--- src/rtl/types_pkg.sv ---
// Shared types for the experiment top level: the rig-side signal bus, the
// scenario FSM output bus, and the rig emulator parameter and fault types.
package types_pkg;

  // Rig signals presented to the scenario FSM.
  typedef struct packed {
    logic       start;
    logic       fg_opto;
    logic       wire_sensor;
    logic       phase;
    logic       detector_ready;
    logic       emergency_stop;
    logic [1:0] spare;
  } input_signals_t;

  // Scenario FSM outputs toward the rig.
  typedef struct packed {
    logic [7:0] scenario_state;
    logic       fg_open;
    logic       detonator_triggered;
    logic       output_trigger;
    logic       busy;
  } output_signals_t;

  // Run-time timing parameters for the rig emulator, all in clock cycles.
  typedef struct packed {
    logic [31:0] FG_OPTO_DELAY;
    logic [31:0] WIRE_DELAY;
    logic [31:0] PHASE_PERIOD;
    logic [31:0] PHASE_HIGH;
    logic [31:0] DETECTOR_BUSY_LEN;
  } emu_parameters_t;

  typedef enum logic [1:0] {
    NONE        = 2'd0,
    NO_DETONATE = 2'd1,
    NO_TRIGGER  = 2'd2
  } emu_fault_t;

  // Sequencer state encoding; every 3-bit code is assigned.
  localparam logic [2:0] S_IDLE       = 3'd0;
  localparam logic [2:0] S_FG_DELAY   = 3'd1;
  localparam logic [2:0] S_WAIT_DET   = 3'd2;
  localparam logic [2:0] S_WIRE_DELAY = 3'd3;
  localparam logic [2:0] S_WAIT_TRIG  = 3'd4;
  localparam logic [2:0] S_DET_BUSY   = 3'd5;
  localparam logic [2:0] S_HOLD       = 3'd6;
  localparam logic [2:0] S_FAULT      = 3'd7;

  // Increment that sticks at all-ones instead of wrapping.
  function automatic logic [31:0] sat_inc(input logic [31:0] v);
    return (v == 32'hFFFF_FFFF) ? v : v + 32'd1;
  endfunction

endpackage

--- src/rtl/phase_generator.sv ---
// Free-running phase square wave: high for the first phase_high counts of
// every phase_period-count cycle. Period 0 parks the output low.
module phase_generator (
  input  logic        clock,
  input  logic        reset,
  input  logic [31:0] phase_period,
  input  logic [31:0] phase_high,
  output logic        phase
);

  logic [31:0] count;
  logic [31:0] count_next;

  // Next count; a restart on count >= period-1 means a period shrunk at
  // run time below the current count wraps at once instead of overrunning.
  always_comb begin
    count_next = '0;
    if (phase_period == 32'd0) begin
      count_next = '0;
    end else if (count >= phase_period - 32'd1) begin
      count_next = '0;
    end else begin
      count_next = count + 32'd1;
    end
  end

  // Counter and registered phase; phase tracks the count it is paired with.
  always_ff @(posedge clock) begin
    if (!reset) begin
      count <= '0;
      phase <= 1'b0;
    end else begin
      count <= count_next;
      phase <= (phase_period != 32'd0) && (count_next < phase_high);
    end
  end

endmodule

--- src/rtl/rig_emulator.sv ---
// Hardware-in-the-loop stand-in for the experiment rig. Plays the rig side of
// a shot (start, fg_opto, wire_sensor, phase, detector_ready) into the
// scenario FSM and times its detonator and output_trigger responses.
module rig_emulator
  import types_pkg::*;
#(
  parameter int unsigned PULSE_LEN = 4,
  parameter logic [31:0] TIMEOUT   = 32'd100_000_000
) (
  input  logic            clock,
  input  logic            reset,
  input  logic            fire,
  input  emu_parameters_t par,
  input  output_signals_t in,
  output input_signals_t  out,
  output logic [7:0]      emu_state,
  output emu_fault_t      fault,
  output logic            done,
  output logic [31:0]     meas_fg_to_det,
  output logic [31:0]     meas_det_len,
  output logic [31:0]     meas_wire_to_trig,
  output logic [15:0]     shot_count
);

  // Pulses are at least one cycle wide even if PULSE_LEN is set to 0.
  localparam logic [31:0] PULSE_M1 = (PULSE_LEN > 1) ? 32'(PULSE_LEN - 1) : 32'd0;

  logic [1:0]  fire_h;
  logic [1:0]  det_h;
  logic [1:0]  trig_h;
  logic        fire_edge;
  logic        det_edge;
  logic        trig_edge;

  logic [2:0]  state;
  logic [31:0] cnt;
  logic [31:0] elapsed;
  logic [31:0] busy_len;
  logic [31:0] fg_pulse_cnt;
  logic [31:0] wire_pulse_cnt;
  logic        start_r;
  logic        fg_r;
  logic        wire_r;
  logic        ready_r;
  logic        phase;
  logic        det_len_active;
  logic        shot_begin;
  logic        unused_in;

  // Only the detonator and trigger fields of the FSM bus matter here.
  assign unused_in = ^{in.scenario_state, in.fg_open, in.busy};

  // An edge is a 0 followed by a 1 in the two-sample history.
  assign fire_edge  = (fire_h == 2'b01);
  assign det_edge   = (det_h  == 2'b01);
  assign trig_edge  = (trig_h == 2'b01);
  assign elapsed    = sat_inc(cnt);
  assign busy_len   = (par.DETECTOR_BUSY_LEN == 32'd0) ? 32'd1 : par.DETECTOR_BUSY_LEN;
  assign shot_begin = (state == S_IDLE) && fire_edge;

  // Two-deep sample history for the operator request and FSM responses.
  always_ff @(posedge clock) begin
    if (!reset) begin
      fire_h <= 2'b00;
      det_h  <= 2'b00;
      trig_h <= 2'b00;
    end else begin
      fire_h <= {fire_h[0], fire};
      det_h  <= {det_h[0], in.detonator_triggered};
      trig_h <= {trig_h[0], in.output_trigger};
    end
  end

  phase_generator u_phase_generator (
    .clock        (clock),
    .reset        (reset),
    .phase_period (par.PHASE_PERIOD),
    .phase_high   (par.PHASE_HIGH),
    .phase        (phase)
  );

  // Shot sequencer: walks one shot, owns the rig outputs, timeouts and the
  // two latency measurements. cnt is reused as the per-state cycle counter.
  always_ff @(posedge clock) begin
    if (!reset) begin
      state             <= S_IDLE;
      cnt               <= '0;
      start_r           <= 1'b0;
      fg_r              <= 1'b0;
      wire_r            <= 1'b0;
      fg_pulse_cnt      <= '0;
      wire_pulse_cnt    <= '0;
      ready_r           <= 1'b1;
      fault             <= NONE;
      done              <= 1'b0;
      meas_fg_to_det    <= '0;
      meas_wire_to_trig <= '0;
      shot_count        <= '0;
    end else begin
      done <= 1'b0;

      // Pulse timers run on their own so a state change cannot cut a pulse.
      if (fg_r) begin
        if (fg_pulse_cnt == 32'd0) fg_r <= 1'b0;
        else                       fg_pulse_cnt <= fg_pulse_cnt - 32'd1;
      end
      if (wire_r) begin
        if (wire_pulse_cnt == 32'd0) wire_r <= 1'b0;
        else                         wire_pulse_cnt <= wire_pulse_cnt - 32'd1;
      end

      case (state)
        S_IDLE: begin
          if (fire_edge) begin
            start_r           <= 1'b1;
            cnt               <= '0;
            meas_fg_to_det    <= '0;
            meas_wire_to_trig <= '0;
            fault             <= NONE;
            state             <= S_FG_DELAY;
          end
        end

        S_FG_DELAY: begin
          if (cnt >= par.FG_OPTO_DELAY) begin
            fg_r         <= 1'b1;
            fg_pulse_cnt <= PULSE_M1;
            cnt          <= '0;
            state        <= S_WAIT_DET;
          end else begin
            cnt <= elapsed;
          end
        end

        S_WAIT_DET: begin
          // The edge wins over a coincident timeout.
          if (det_edge) begin
            meas_fg_to_det <= elapsed;
            cnt            <= '0;
            state          <= S_WIRE_DELAY;
          end else if (elapsed >= TIMEOUT) begin
            fault   <= NO_DETONATE;
            start_r <= 1'b0;
            fg_r    <= 1'b0;
            wire_r  <= 1'b0;
            ready_r <= 1'b1;
            state   <= S_FAULT;
          end else begin
            cnt <= elapsed;
          end
        end

        S_WIRE_DELAY: begin
          if (cnt >= par.WIRE_DELAY) begin
            wire_r         <= 1'b1;
            wire_pulse_cnt <= PULSE_M1;
            cnt            <= '0;
            state          <= S_WAIT_TRIG;
          end else begin
            cnt <= elapsed;
          end
        end

        S_WAIT_TRIG: begin
          if (trig_edge) begin
            meas_wire_to_trig <= elapsed;
            ready_r           <= 1'b0;
            cnt               <= '0;
            state             <= S_DET_BUSY;
          end else if (elapsed >= TIMEOUT) begin
            fault   <= NO_TRIGGER;
            start_r <= 1'b0;
            fg_r    <= 1'b0;
            wire_r  <= 1'b0;
            ready_r <= 1'b1;
            state   <= S_FAULT;
          end else begin
            cnt <= elapsed;
          end
        end

        S_DET_BUSY: begin
          if (elapsed >= busy_len) begin
            ready_r <= 1'b1;
            cnt     <= '0;
            state   <= S_HOLD;
          end else begin
            cnt <= elapsed;
          end
        end

        S_HOLD: begin
          // The shot only completes once the operator lets go of fire.
          if (!fire_h[0]) begin
            start_r    <= 1'b0;
            done       <= 1'b1;
            shot_count <= shot_count + 16'd1;
            state      <= S_IDLE;
          end
        end

        S_FAULT: begin
          start_r <= 1'b0;
          fg_r    <= 1'b0;
          wire_r  <= 1'b0;
          ready_r <= 1'b1;
          if (!fire_h[0]) state <= S_IDLE;
        end

        default: begin
          start_r <= 1'b0;
          state   <= S_IDLE;
        end
      endcase
    end
  end

  // Detonator high time: counts from the detected edge while the sampled
  // level stays high, regardless of where the sequencer is.
  always_ff @(posedge clock) begin
    if (!reset) begin
      meas_det_len   <= '0;
      det_len_active <= 1'b0;
    end else if (shot_begin) begin
      meas_det_len   <= '0;
      det_len_active <= 1'b0;
    end else if (det_edge) begin
      meas_det_len   <= 32'd1;
      det_len_active <= 1'b1;
    end else if (det_len_active) begin
      if (det_h[0]) meas_det_len <= sat_inc(meas_det_len);
      else          det_len_active <= 1'b0;
    end
  end

  // Rig bus assembly; fields the emulator does not own stay 0.
  always_comb begin
    out                = '0;
    out.start          = start_r;
    out.fg_opto        = fg_r;
    out.wire_sensor    = wire_r;
    out.phase          = phase;
    out.detector_ready = ready_r;
  end

  assign emu_state = {5'd0, state};

endmodule

--- config.mk ---
export PLATFORM = sky130hd
export DESIGN_NAME = rig_emulator
export DESIGN_NICKNAME = d
export VERILOG_FILES = /design/src/rtl/types_pkg.sv /design/src/rtl/phase_generator.sv /design/src/rtl/rig_emulator.sv
export SDC_FILE = /design/constraint.sdc
export NUM_CORES = 1
export LEC_CHECK = 0
export BUFFER_PORTS_ARGS = -buffer_cell sky130_fd_sc_hd__buf_2
export CORE_MARGIN = 2
export CORE_UTILIZATION = 40
export CTS_CLUSTER_DIAMETER = 40
export DETAILED_ROUTE_END_ITERATION = 10
export PLACE_DENSITY = 0.64
export REMOVE_ABC_BUFFERS = 1
export SYNTH_ARGS = -nofsm -noshare
export SYNTH_HDL_FRONTEND = slang
export SYNTH_SLANG_ARGS = --single-unit
export TNS_END_PERCENT = 30
--- constraint.sdc ---
create_clock -name clock -period 6.21 [get_ports clock]
set_clock_uncertainty 0.15 [all_clocks]
set_input_delay 0.621 -clock clock [delete_from_list [all_inputs] [get_ports clock]]
set_output_delay 0.621 -clock clock [all_outputs]
set_load 0.02 [all_outputs]
==> run_results.csv <==
group,metric,value,unit
outcome,status,"finished clean",
sta,slew_headroom,0.213,
sta,fin_setup_tns,0,ns
yosys,netlist_instances,1986,
global_route,grt_max_degree,91,
drt,route.top_layer_used,"met5",
cells_and_area,finalNetCount,2623,
yosys,synthArstFlopShare,0,
cts,cts_htree_levels,2,
placed_design,place.port_buffers,287,
power_and_ir_drop,powerDensity,245,nW/µm²
drt,drc,0,
floorplan,die_w,205,µm
floorplan,core_area,39900,µm²
drt,wirelength,47.8,mm
cts,clk_pin_slew_worst_paths,0.05,ns
cts,cts_root_buffer,"clkbuf_16",
yosys,synth_adder_area_share,0.132,
yosys,synth-xor-area-share,0.0976,
yosys,netlist_top_cells_area,"dfxtp_1, ha_1, nor2_1, xnor2_1, xor2_1",
yosys,syn_area_per_cell,8.17,µm²
yosys,ys.flop_type,"dfxtp_1",
worst_setup_path,reg2reg_slack,0.72,ns
yosys,muxShareOfSynthArea,0.00432,
global_route,globalRouteOverflowTotal,0,
cells_and_area,layout_common_cells,"nor2_1, buf_2, dfxtp_1",
worst_setup_path,arrival,5.92,ns
drt,first_iter_violations,1083,
sta,setup_viol,0,
cells_and_area,utilization,0.495,
yosys,synth_compound_area_frac,0.146,
yosys,synth_seq_cells,258,
drt,met1_length,20.7,mm
job,cap_violations,0,
global_route,grt.total_usage,0.222,
sta,worstMarginPinSlew,1.18,ns
yosys,synth-edff-count,0,
yosys,yosys.cell_types.count,88,
power_and_ir_drop,ir_drop,0.236,mV
sta,whs,0.161,ns
cts,postCtsSetupBuffers,0,
global_route,grt_pass1_vias,14800,
cells_and_area,insertedDiodeCount,0,
yosys,synth_top_area_frac,0.318,
yosys,synth_top_family_by_area,"simple AND/OR/NAND/NOR gates",
worst_setup_path,crit_path_start_kind,"input port",
sta,fin_ws,0.577,ns
worst_hold_path,hold_class,"input port to flip-flop",
cells_and_area,syn2layout_area_growth,21.8,%
worst_setup_path,crit_path_frequent_cell,"a21o_1",
drt,dr_wl_met2,21.9,mm
drt,first_pass_iters,6,
drt,antenna_left,0,
yosys,yosysWarnings,0,
power_and_ir_drop,leakagePower,9.46,nW
yosys,synth_area_leader_cell,"dfxtp_1",
yosys,synth_area,16200,µm²
floorplan,dieArea,42200,µm²
worst_setup_path,cp_slowest_stage_delay,0.59,ns
floorplan,io_pins,306,
cts,clock_latency,0.52,ns
placed_design,place_congestion,0.909,
sta,fin_crit_sh,0.907,
drt,routedWlPerCell,16.9,µm
sta,max_freq,178,MHz
floorplan,die_h,205,µm
sta,slew_viol_final,0,
cells_and_area,multi_input_area,10000,µm²
worst_setup_path,path_class,"input port to flip-flop",
cells_and_area,filler_cell_count,3861,
cells_and_area,drive_above_1_share,0.189,
placed_design,dp_slack,0.123,ns
sta,finalCriticalPeriod,5.63,ns
sta,rsz0062_at_grt,"false",
drt,vias_per_cell,5.39,
worst_setup_path,worstPathMaxFanout,12,
placed_design,place_hpwl,36.8,mm
cells_and_area,layout_commonest_cell,"nor2_1",
cts,numCtsBuffers,42,
power_and_ir_drop,power,4.84,mW
drt,vias,15300,
worst_setup_path,cp.required,6.50,ns
floorplan,initial_core_util,0.406,
yosys,synthSimpleGateAreaFrac,0.236,
global_route,grt_pass1_wl,75.8,mm
worst_setup_path,cp-end-kind,"flip-flop",
yosys,ys_seq_area_frac,0.318,
global_route,antenna_found_initial,1,
cts,hold_buffers,0,
sta,final_hold_viol_count,0,
cts,cts_resized,0,
drt,dr_wl_met3,3.68,mm
cts,cts.sinks,258,
cells_and_area,regArea,5160,µm²
floorplan,fp-row-count,73,
cts,cts_tree,"built",
worst_setup_path,slowest_stage,"or4_1",
cts,clockBufferDepth,3,
## kinds of logic (layout without fill, tap and decap cells)
logic type      after synthesis  after routing
simple gates                782            782
compound gates              333            333
flops                       258            258
buf+inv                     255            571
other cells                   1              8
xor+xnor                    179            179
fa+ha+maj                   171            171
mux                           7              7
## worst paths after layout
path	start	to	cells after the start
setup reg to reg	cnt[18]$_SDFFE_PN0P_	cnt[18]$_SDFFE_PN0P_	16
hold reg to reg	fault[0]$_SDFFE_PN0P_	fault[0]$_SDFFE_PN0P_	2
setup / recovery	par[69]	u_phase_generator.phase$_SDFF_PN0_	29
hold / removal	in[2]	det_h[0]$_SDFF_PN0_	2
## power by group
part,switching (mW),total [mW],internal (mW),leakage (nW)
clock,0.837,2.52,1.69,0.749
sequential,0.0521,1.73,1.68,2.08
combinational,0.382,0.584,0.202,6.63
## metrics by stage
step,cells,cell area (µm²)
floorplan,1909,15800
global placement,2759,18200
detailed placement,2759,18200
CTS,2834,19800
global route,2834,19800
finish,2834,19800
## worst max-delay path, delay by kind of cell
family | cells | cell delay [ns]
AOI/OAI and AO/OA | 14 | 2.43
xor gates and xnor gates | 1 | 0.16
adders and majority gates | 2 | 0.54
buffers and inverters | 2 | 0.32
and+or+nand+nor | 10 | 1.84
## flip-flops by register name (all words and copies together) (netlist names)
signal	flops
det_len_active	1
det_h	2
trig_h	2
fault	2
start_r	1
u_phase_generator.phase	1
state	3
meas_wire_to_trig	32
meas_fg_to_det	32
meas_det_len	32
wire_r	1
done	1
u_phase_generator.count	32
ready_r	1
fg_pulse_cnt	32
wire_pulse_cnt	32
fg_r	1
fire_h	2
cnt	32
shot_count	16
## layer usage
layer / track usage / vias up
met5: 0 / -
met4: 0.0712 / 2
met3: 0.0478 / 89
met2: 0.376 / 507
met1: 0.281 / 7136
li1: - / 7532
## cells in the mapped netlist, types with 4 or more instances
cell type	instances
nor2_1	312
dfxtp_1	258
ha_1	169
inv_1	169
nand2_1	121
xnor2_1	100
xor2_1	77
a21oi_1	73
a22oi_1	64
nand3_1	63
nand4_1	52
o21ai_0	52
clkbuf_1	50
nor3_1	48
a21o_1	38
nor4_1	35
or3_1	33
and3_1	20
buf_4	17
a211oi_1	16
and4_1	15
o21ai_1	14
a22o_1	13
nand2b_1	13
and2_1	12
buf_2	12
or4_1	12
nor2b_1	9
or2_2	8
mux2i_1	7
a2111oi_0	6
nand3b_1	5
o41ai_1	5
nor4b_1	4
o2111ai_1	4
o211ai_1	4
## cell type report
cell class	count	area share
multi-input combinational	1480	0.508
sequential	258	0.261
timing repair buffer	325	0.0872
clock buffer	51	0.0597
tap	525	0.0333
inverter	171	0.0325
clock inverter	24	0.0181
(Power assumes the default switching activity.)
